<file path="src/rtl/ghost_collision_manager_pkg.sv">
//------------------------------------------------------------------------------
// ghost_collision_manager_pkg : shared widths and state encoding for the
// ghost collision manager. Optional feature macro: SWAP_DETECT_EN.
// Revision: 1.0
//------------------------------------------------------------------------------
`default_nettype none

`ifndef WIDTH
`define WIDTH 640
`endif
`ifndef HEIGHT
`define HEIGHT 480
`endif

package ghost_collision_manager_pkg;

  localparam int LIVES_W = 3;
  localparam int X_W     = $clog2(`WIDTH);
  localparam int Y_W     = $clog2(`HEIGHT);

  localparam logic [2:0] ST_PLAYING   = 3'd0;
  localparam logic [2:0] ST_HIT       = 3'd1;
  localparam logic [2:0] ST_FREEZE    = 3'd2;
  localparam logic [2:0] ST_RESPAWN   = 3'd3;
  localparam logic [2:0] ST_GUARD     = 3'd4;
  localparam logic [2:0] ST_GAME_OVER = 3'd5;

  typedef enum logic [2:0] {
    S_PLAYING   = ST_PLAYING,
    S_HIT       = ST_HIT,
    S_FREEZE    = ST_FREEZE,
    S_RESPAWN   = ST_RESPAWN,
    S_GUARD     = ST_GUARD,
    S_GAME_OVER = ST_GAME_OVER
  } state_t;

endpackage

`default_nettype wire

</file>
<file path="src/rtl/ghost_hit_finder.sv">
//------------------------------------------------------------------------------
// ghost_hit_finder : per-ghost position compare with lowest-index priority.
// Optional feature macro: SWAP_DETECT_EN (adds head-on pass-through compare).
// Revision: 1.0
//------------------------------------------------------------------------------
`default_nettype none

module ghost_hit_finder
  import ghost_collision_manager_pkg::*;
#(
  parameter int NUM_GHOSTS = 4
) (
  input  logic [X_W-1:0]                  player_x,
  input  logic [Y_W-1:0]                  player_y,
  input  logic [NUM_GHOSTS*X_W-1:0]       ghost_x_bus,
  input  logic [NUM_GHOSTS*Y_W-1:0]       ghost_y_bus,
`ifdef SWAP_DETECT_EN
  input  logic                            swap_check,
  input  logic [X_W-1:0]                  prev_player_x,
  input  logic [Y_W-1:0]                  prev_player_y,
  input  logic [NUM_GHOSTS*X_W-1:0]       prev_ghost_x_bus,
  input  logic [NUM_GHOSTS*Y_W-1:0]       prev_ghost_y_bus,
`endif
  output logic                            any_hit,
  output logic [$clog2(NUM_GHOSTS)-1:0]   hit_idx
);

  localparam int ID_W = $clog2(NUM_GHOSTS);

  logic [NUM_GHOSTS-1:0] w_match;

  for (genvar gi = 0; gi < NUM_GHOSTS; gi++) begin : g_cmp
    logic w_overlap;
    assign w_overlap = (ghost_x_bus[gi*X_W +: X_W] == player_x) &&
                       (ghost_y_bus[gi*Y_W +: Y_W] == player_y);
`ifdef SWAP_DETECT_EN
    // Player and ghost traded tiles on this step, so they passed through each other.
    logic w_swap;
    assign w_swap = swap_check &&
                    (prev_ghost_x_bus[gi*X_W +: X_W] == player_x) &&
                    (prev_ghost_y_bus[gi*Y_W +: Y_W] == player_y) &&
                    (ghost_x_bus[gi*X_W +: X_W] == prev_player_x) &&
                    (ghost_y_bus[gi*Y_W +: Y_W] == prev_player_y);
    assign w_match[gi] = w_overlap | w_swap;
`else
    assign w_match[gi] = w_overlap;
`endif
  end

  always_comb begin
    any_hit = |w_match;
    hit_idx = '0;
    for (int i = NUM_GHOSTS - 1; i >= 0; i--) begin
      if (w_match[i]) hit_idx = ID_W'(i);
    end
  end

endmodule

`default_nettype wire

</file>
<file path="src/rtl/ghost_collision_manager.sv">
//------------------------------------------------------------------------------
// ghost_collision_manager : catch detection and life/death sequencing.
// Optional feature macro: SWAP_DETECT_EN.  Revision: 1.0
//------------------------------------------------------------------------------
`default_nettype none

module ghost_collision_manager
  import ghost_collision_manager_pkg::*;
#(
  parameter int NUM_GHOSTS     = 4,
  parameter int START_LIVES    = 3,
  parameter int FREEZE_TICKS   = 30,
  parameter int RESPAWN_CYCLES = 2
) (
  input  logic                            clk,
  input  logic                            reset,
  input  logic                            move_tick,
  input  logic [X_W-1:0]                  player_x,
  input  logic [Y_W-1:0]                  player_y,
  input  logic [NUM_GHOSTS*X_W-1:0]       ghost_x_bus,
  input  logic [NUM_GHOSTS*Y_W-1:0]       ghost_y_bus,
  input  logic                            restart,
  output logic                            hit,
  output logic [$clog2(NUM_GHOSTS)-1:0]   hit_id,
  output logic [LIVES_W-1:0]              lives,
  output logic                            freeze,
  output logic                            respawn_n,
  output logic                            game_over
);

  localparam int ID_W = $clog2(NUM_GHOSTS);
  localparam int FT_W = $clog2(FREEZE_TICKS + 1);
  localparam int RC_W = $clog2(RESPAWN_CYCLES + 1);
  localparam logic [FT_W-1:0]    C_FT_LAST     = FT_W'(FREEZE_TICKS - 1);
  localparam logic [RC_W-1:0]    C_RC_LAST     = RC_W'(RESPAWN_CYCLES - 1);
  localparam logic [LIVES_W-1:0] C_START_LIVES = LIVES_W'(START_LIVES);

  state_t             r_state, w_state_nxt;
  logic [FT_W-1:0]    r_frz_cnt, w_frz_cnt_nxt;
  logic [RC_W-1:0]    r_rsp_cnt, w_rsp_cnt_nxt;
  logic [LIVES_W-1:0] r_lives, w_lives_nxt;
  logic [ID_W-1:0]    r_hit_id, w_hit_id_nxt;
  logic               w_any_hit;
  logic [ID_W-1:0]    w_hit_idx;

`ifdef SWAP_DETECT_EN
  logic [X_W-1:0]            r_prev_px;
  logic [Y_W-1:0]            r_prev_py;
  logic [NUM_GHOSTS*X_W-1:0] r_prev_gx;
  logic [NUM_GHOSTS*Y_W-1:0] r_prev_gy;
  logic                      w_prev_load;

  // GUARD seeds the history with the movers' freshly reset positions.
  assign w_prev_load = ((r_state == S_PLAYING) && move_tick) || (r_state == S_GUARD);

  always_ff @(posedge clk or negedge reset) begin
    if (!reset) begin
      r_prev_px <= '0;
      r_prev_py <= '0;
      r_prev_gx <= '0;
      r_prev_gy <= '0;
    end else if (w_prev_load) begin
      r_prev_px <= player_x;
      r_prev_py <= player_y;
      r_prev_gx <= ghost_x_bus;
      r_prev_gy <= ghost_y_bus;
    end
  end
`endif

  ghost_hit_finder #(
    .NUM_GHOSTS       (NUM_GHOSTS)
  ) u_hit_finder (
    .player_x         (player_x),
    .player_y         (player_y),
    .ghost_x_bus      (ghost_x_bus),
    .ghost_y_bus      (ghost_y_bus),
`ifdef SWAP_DETECT_EN
    .swap_check       (move_tick),
    .prev_player_x    (r_prev_px),
    .prev_player_y    (r_prev_py),
    .prev_ghost_x_bus (r_prev_gx),
    .prev_ghost_y_bus (r_prev_gy),
`endif
    .any_hit          (w_any_hit),
    .hit_idx          (w_hit_idx)
  );

  always_ff @(posedge clk or negedge reset) begin
    if (!reset) begin
      r_state   <= S_PLAYING;
      r_frz_cnt <= '0;
      r_rsp_cnt <= '0;
      r_lives   <= C_START_LIVES;
      r_hit_id  <= '0;
    end else begin
      r_state   <= w_state_nxt;
      r_frz_cnt <= w_frz_cnt_nxt;
      r_rsp_cnt <= w_rsp_cnt_nxt;
      r_lives   <= w_lives_nxt;
      r_hit_id  <= w_hit_id_nxt;
    end
  end

  always_comb begin
    w_state_nxt   = r_state;
    w_frz_cnt_nxt = r_frz_cnt;
    w_rsp_cnt_nxt = r_rsp_cnt;
    w_lives_nxt   = r_lives;
    w_hit_id_nxt  = r_hit_id;
    case (r_state)
      S_PLAYING: begin
        if (w_any_hit) begin
          w_state_nxt  = S_HIT;
          w_hit_id_nxt = w_hit_idx;
        end
      end
      S_HIT: begin
        w_lives_nxt = (r_lives == '0) ? '0 : r_lives - 1'b1;
        w_state_nxt = S_FREEZE;
      end
      S_FREEZE: begin
        if (move_tick) begin
          if (r_frz_cnt == C_FT_LAST) begin
            w_frz_cnt_nxt = '0;
            w_state_nxt   = (r_lives == '0) ? S_GAME_OVER : S_RESPAWN;
          end else begin
            w_frz_cnt_nxt = r_frz_cnt + 1'b1;
          end
        end
      end
      S_RESPAWN: begin
        if (r_rsp_cnt == C_RC_LAST) begin
          w_rsp_cnt_nxt = '0;
          w_state_nxt   = S_GUARD;
        end else begin
          w_rsp_cnt_nxt = r_rsp_cnt + 1'b1;
        end
      end
      S_GUARD: begin
        w_state_nxt = S_PLAYING;
      end
      S_GAME_OVER: begin
        if (restart) begin
          w_lives_nxt = C_START_LIVES;
          w_state_nxt = S_RESPAWN;
        end
      end
      default: begin
        w_state_nxt = S_PLAYING;
      end
    endcase
  end

  // Outputs decode straight from the state register so async reset clears them at once.
  assign hit       = (r_state == S_HIT);
  assign freeze    = (r_state == S_FREEZE) || (r_state == S_RESPAWN) ||
                     (r_state == S_GAME_OVER);
  assign respawn_n = (r_state != S_RESPAWN);
  assign game_over = (r_state == S_GAME_OVER);
  assign lives     = r_lives;
  assign hit_id    = r_hit_id;

endmodule

`default_nettype wire

</file>
<file path="config.mk">
export PLATFORM = sky130hd
export DESIGN_NAME = ghost_collision_manager
export DESIGN_NICKNAME = d
export VERILOG_FILES = /design/src/rtl/ghost_collision_manager_pkg.sv /design/src/rtl/ghost_hit_finder.sv /design/src/rtl/ghost_collision_manager.sv
export SDC_FILE = /design/constraint.sdc
export NUM_CORES = 1
export LEC_CHECK = 0
export CORE_ASPECT_RATIO = 0.6
export CORE_MARGIN = 4
export CORE_UTILIZATION = 37
export CTS_CLUSTER_DIAMETER = 200
export CTS_CLUSTER_SIZE = 14
export DETAILED_ROUTE_END_ITERATION = 7
export PLACE_DENSITY = 0.87
export SYNTH_ARGS = -nofsm -noshare
export SYNTH_HDL_FRONTEND = slang
export SYNTH_SLANG_ARGS = --single-unit
</file>
<file path="constraint.sdc">
create_clock -name clk -period 2.28 [get_ports clk]
set_input_delay 0.57 -clock clk [delete_from_list [all_inputs] [get_ports clk]]
set_output_delay 0.57 -clock clk [all_outputs]
set_load 0.005 [all_outputs]
</file>
==> results of run 1 <==
[cells in the mapped netlist (2+ instances only)]
cell      number  share of area, %
o21a_1         2              0.91
nor2b_1        2              0.76
nand2_1        7               1.6
nor3_1         6               1.8
inv_1          3              0.68
nand2b_1       3               1.1
o21ai_0        4               1.2
dfrtp_1       13                20
nand4_1        9               3.4
clkbuf_1       3              0.68
nor2_1        12               2.7
a21o_1         2              0.91
nor3b_1        2              0.91
nand3_1        7               2.1
ha_1           2               1.5
dfstp_2        2               3.2
a21oi_1        9               2.7
xor2_1        51                27
o21ai_1        2              0.60
nor4_1        13               4.9
xnor2_1       26                14
[worst reg2reg max path, stage by stage (launching register included)]
cell	delay (ps)
dfrtp_1	560
nand2b_1	220
a21oi_1	60
o21a_1	200
a31o_2	240
a211o_1	280
[worst paths after layout]
path	slack, ps	endpoint	startpoint
setup / recovery	30	hit_id[0]	player_x[6]
hold / removal	500	r_rsp_cnt[1]	r_rsp_cnt[1]
setup reg to reg	590	r_state[1]	r_state[2]
hold reg to reg	500	r_rsp_cnt[1]	r_rsp_cnt[1]
max in group asynchronous	1080	lives[2]	reset
min in group asynchronous	740	r_frz_cnt[3]	reset
[report_power, final]
part | internal, mW | switching [mW]
logic | 0.518 | 0.433
clock network | 0.124 | 0.0968
registers | 0.360 | 0.103
total | 1.00 | 0.633
[repair_timing]
item                       CTS  global route
pin swaps                    0             9
hold buffers                 0             0
gates resized for setup      4            22
setup endpoints to repair    3             6
setup buffers                0             1
[logic make-up after synthesis]
family	after synthesis	synth area share, %
adders and majority gates	2	1.51
xor gates and xnor gates	77	40.7
AOI/OAI and AO/OA	27	10.8
DFF	15	22.8
buffers and inverters	6	1.36
and+or+nand+nor	66	22.8
[stage by stage]
stage               setup slack (ps)  area, um2  hold WS (ps)  utilization [%]
finish                          29.8       3110           504             73.9
detailed placement              -413       2970           498             70.5
floorplan                        604       1660           274                -
CTS                             3.84       3030           508             71.8
global route                    -120       3110           528             73.9
global placement                -284       2970           488             70.5
[sequential cells by signal (all words and copies together) (netlist names)]
signal,count
r_state,3
r_frz_cnt,5
r_rsp_cnt,2
hit_id,2
lives,3
[routing by layer]
metal  share of wire, %  global-route usage [%]  routed length [um]
met5                  0                       0                   0
met4                1.4                    4.73                 102
met3                5.0                    4.03                 362
met2                 49                    44.6                3580
met1                 44                    33.8                3220
[cells in the final DEF, fill, tap and decap left out, drive strengths merged, types with 3 or more instances in the layout]
cell | synthesis | routed
nand2 | 7 | 7
inv | 3 | 3
clkdlybuf4s50 | 0 | 90
o21ai | 6 | 6
nor3 | 6 | 6
dlymetal6s2s | 0 | 15
nand4 | 9 | 9
nor4 | 14 | 14
clkbuf | 3 | 4
nand2b | 3 | 3
xor2 | 51 | 51
nor2 | 12 | 12
dfrtp | 13 | 13
a21oi | 9 | 9
xnor2 | 26 | 26
buf | 0 | 25
nor3b | 3 | 3
nand3 | 7 | 7
[cell type report]
class	instances	area, um2
clock buffers	4	45.0
fillers	314	1100
inverters	3	11.3
multi-input cells	172	1310
flip-flops and latches	15	378
well taps	60	75.1
repair buffers	132	1290
==> results.toml, run 1 <==
[route]
drc_errors = 0
finalWirelength_um = 7270
drt-initial-drc-count = 127
viasPerCell = 5.13
drt-pass1-iter-count = 4
vias = 1982
antenna_left = 0
wl_per_cell_um = 18.8

[critical_path]
worst_setup_path_start_kind = "input port"
cp.arrival_ps = 2420
endpoint_kind = "flip-flop"
path_max_fanout = 4
crit_path_top_delay_cell = "clkdlybuf4s50_1"
cp_slowest_stage_delay_ps = 440
worst-setup-path-type = "input port to flip-flop"
path_depth = 8
required_ps = 2450
crit_chain = "clkdlybuf4s50_1 > buf_4 > xnor2_1 > nand4_1 > nor4_2 > nand4_1 > a21o_1 > a211oi_2"
path_delay_family = "buffers and inverters"
cpMostUsedCell = "nand4_1"
path_buf_inv = 2
worstRegToRegCells = 5

[grt]
antenna_found_initial = 0
grt_pass1_wl_um = 10700
grt.total_usage_pct = 25.5
grt_max_degree = 16
grt-ovfl-total = 0
grt_pass1_vias = 2013

[placed_design]
finalWeightedCongestion = 0.993
dp.cells = 381
dp_hpwl_um = 6080
io_buffers = 107

[die]
die_x_um = 94.4
die_y_um = 59.8
ios = 108
initial_core_util_pct = 39.3
die-area_um2 = 5640
core-area_um2 = 4210
rows = 18

[cts]
ctsLongestPathBuffers = 2
clkSinkCount = 15
cts_buffers = 3
worstSkewPairLatency_ps = 250
clk_pin_slew_worst_paths_ps = 60
root_buffer = "clkbuf_8"
cts_max_level = 1
cts_tree = "done"

[cells_and_area]
antenna_cells = 0
area.growth.synth_to_final_pct = 88.0
layout-drive-gt1-share_pct = 13.5
final_cells = 386
num-nets-final = 428

[pwr]
total_power_mw = 1.63
power_density_nw_per_um2 = 525
ir_drop_mv = 0.494
power_leakage_nw = 1.36

[synth]
synth_edf_count = 0
synth_ff_type = "dfrtp_1"
synth_seq_cells = 15
avgSynthCellArea_um2 = 8.58
syn_nets = 294
syn_inst = 193
synth_seq_area_share_pct = 22.8
synthArstFlopShare_pct = 100
synth.yosys.warnings = 0
synth.cell_area_um2 = 1660
synth.distinct_cells = 34

[min_path]
whs_path_depth = 2
min_path_type = "flip-flop to flip-flop"

[timing]
maxSlewHeadroom_pct = 52.4
report.final.slew_viol_count = 0
skew_ps = 4.43
fin_crit_ps = 2250
hold_violations = 0
fin_crit_sh_pct = 98.7
setup_viol = 0
worst_slew_pin_slew_ps = 712
finalSetupTns_ps = 0
clock.fmax_mhz = 444

[outcome]
status = "completed"

[job]
cap_violations = 0
Note: power is estimated with default switching activity, not from simulation.
==> run 2, diff against run 1 <==
--- a/config.mk
+++ b/config.mk
@@ -11,7 +11,8 @@
 export CTS_CLUSTER_DIAMETER = 200
 export CTS_CLUSTER_SIZE = 14
 export DETAILED_ROUTE_END_ITERATION = 7
-export PLACE_DENSITY = 0.87
+export PLACE_DENSITY = 0.82
+export SKIP_LAST_GASP = 1
 export SYNTH_ARGS = -nofsm -noshare
 export SYNTH_HDL_FRONTEND = slang
 export SYNTH_SLANG_ARGS = --single-unit
==> run 2 against run 1 <==
Via count decreased by 2.4%; cell count shrank 0.52%; sequential share of layout area unchanged; final area unchanged; combinational power is 1% higher; clock-buffer cell count unchanged; global-route usage rose by 0.074 points; first-iteration DRC count rose by 29%; non-clock buffer count shrank 2; highest routed layer unchanged.
==> results.toml, run 2 (synthesized netlist as in run 1, its figures left out) <==
[pwr]
total_power_mw = 1.64
ir_drop_mv = 0.585
power_density_nw_per_um2 = 528
power_leakage_nw = 1.35

[route]
vias = 1934
antenna_left = 0
viasPerCell = 5.04
finalWirelength_um = 7100
drt-initial-drc-count = 164
wl_per_cell_um = 18.5
drt-pass1-iter-count = 4
drc_errors = 0

[grt]
grt-ovfl-total = 0
grt.total_usage_pct = 25.5
antenna_found_initial = 0
grt_pass1_vias = 1963
grt_pass1_wl_um = 10800
grt_max_degree = 16

[cts]
clkSinkCount = 15
worstSkewPairLatency_ps = 250
ctsHoldBuffers = 0
cts_max_level = 1
cts_tree = "done"
cts_buffers = 3
ctsLongestPathBuffers = 2
clk_pin_slew_worst_paths_ps = 50
root_buffer = "clkbuf_8"

[die]
core-area_um2 = 4210
initial_core_util_pct = 39.3
die-area_um2 = 5640
rows = 18
die_x_um = 94.4
die_y_um = 59.8
ios = 108

[critical_path]
crit-reg2reg-capture = "r_state[0]"
worst-setup-path-type = "flip-flop to output pin"
endpoint_kind = "output pin"
reg2reg_slack_ps = 550
worst_setup_path_start_kind = "flip-flop"
reg2reg_from = "r_frz_cnt[1]"
path_max_fanout = 7
startpoint = "r_state[1]"
required_ps = 1710
cp-endpoint = "respawn_n"
worstRegToRegCells = 7
cp.arrival_ps = 1620

[cells_and_area]
mostFrequentLayoutCells = "91 x clkdlybuf4s50_1, 50 x xor2_1, 26 x xnor2_1"
multi_input_area_um2 = 1320
antenna_cells = 0
largest_reg_flops = 5
layout-drive-gt1-share_pct = 13.9
final_common_cell = "clkdlybuf4s50_1"
seqCellArea_um2 = 378
utilization_pct = 73.9
area.growth.synth_to_final_pct = 88.0
num-nets-final = 426
top_register = "r_frz_cnt"
final_cells = 384
fill_cells = 310

[timing]
maxSlewHeadroom_pct = 51.5
clock.fmax_mhz = 456
fin_crit_ps = 2190
hold_violations = 0
rsz0062_at_grt = "true"
worst_slew_pin_slew_ps = 723
fin_crit_sh_pct = 96.2
finalSetupTns_ps = 0
setup_viol = 0
skew_ps = 6.76
report.final.slew_viol_count = 0

[placed_design]
finalWeightedCongestion = 0.897
io_buffers = 107
dp_hpwl_um = 5940
dp.cells = 379

[min_path]
min_path_type = "flip-flop to flip-flop"

[outcome]
status = "completed"

[job]
cap_violations = 0
run 2: worst min-delay path by stage:
stage | startpoint | end | slack [ps] | cells after the start
after floorplan | reset | hit_id[0] | 270 | 0
after global placement | r_rsp_cnt[0] | r_rsp_cnt[0] | 490 | 1
after detailed placement | r_rsp_cnt[1] | r_rsp_cnt[1] | 490 | 2
after global routing | r_rsp_cnt[1] | r_rsp_cnt[1] | 530 | 2
after CTS | r_rsp_cnt[1] | r_rsp_cnt[1] | 500 | 2
final | r_rsp_cnt[1] | r_rsp_cnt[1] | 500 | 2
run 2: timing repair:
action,4_1_cts,5_1_grt
resized for setup,5,23
buffers inserted,0,1
pin swaps,4,10
endpoints found under the setup margin,3,6
run 2: through the flow:
stage / area (um2) / hold WS (ps) / setup WS, ps
2_1_floorplan: 1660 / 274 / 604
3_3_place_gp: 2960 / 489 / -295
3_5_place_dp: 2960 / 489 / -362
4_1_cts: 3020 / 500 / 0.106
5_1_grt: 3110 / 531 / -11.9
6_report: 3110 / 499 / 85.5
run 2: cell type report:
| class | instances | share of cell area [%] |
|---|---|---|
| Clock buffer | 4 | 1.45 |
| Inverter | 3 | 0.362 |
| Multi-Input combinational cell | 172 | 42.5 |
| Sequential cell | 15 | 12.1 |
| Tap cell | 60 | 2.41 |
| Timing Repair Buffer | 130 | 41.1 |
run 2: routing by layer:
metal	global-route usage [%]	vias to the layer above	part of all wire, %	wire length (um)
li1	-	939	-	-
met1	36.2	908	44	3130
met2	42.5	79	48	3380
met3	3.52	8	7.0	500
met4	3.70	0	1.2	86
met5	0	-	0	0
run 2: worst max-delay path: stages, from the launching register on:
cell and delay (ps):
dfrtp_1 430, buf_4 180, nor2b_1 140, nand2_1 130, clkdlybuf4s50_1 510
run 2: power by group:
group | internal, mW | leakage (nW) | total [mW] | switching, mW
combinational | 0.517 | 1.15 | 0.964 | 0.447
clock | 0.124 | 0.0228 | 0.212 | 0.0886
sequential | 0.360 | 0.182 | 0.468 | 0.108
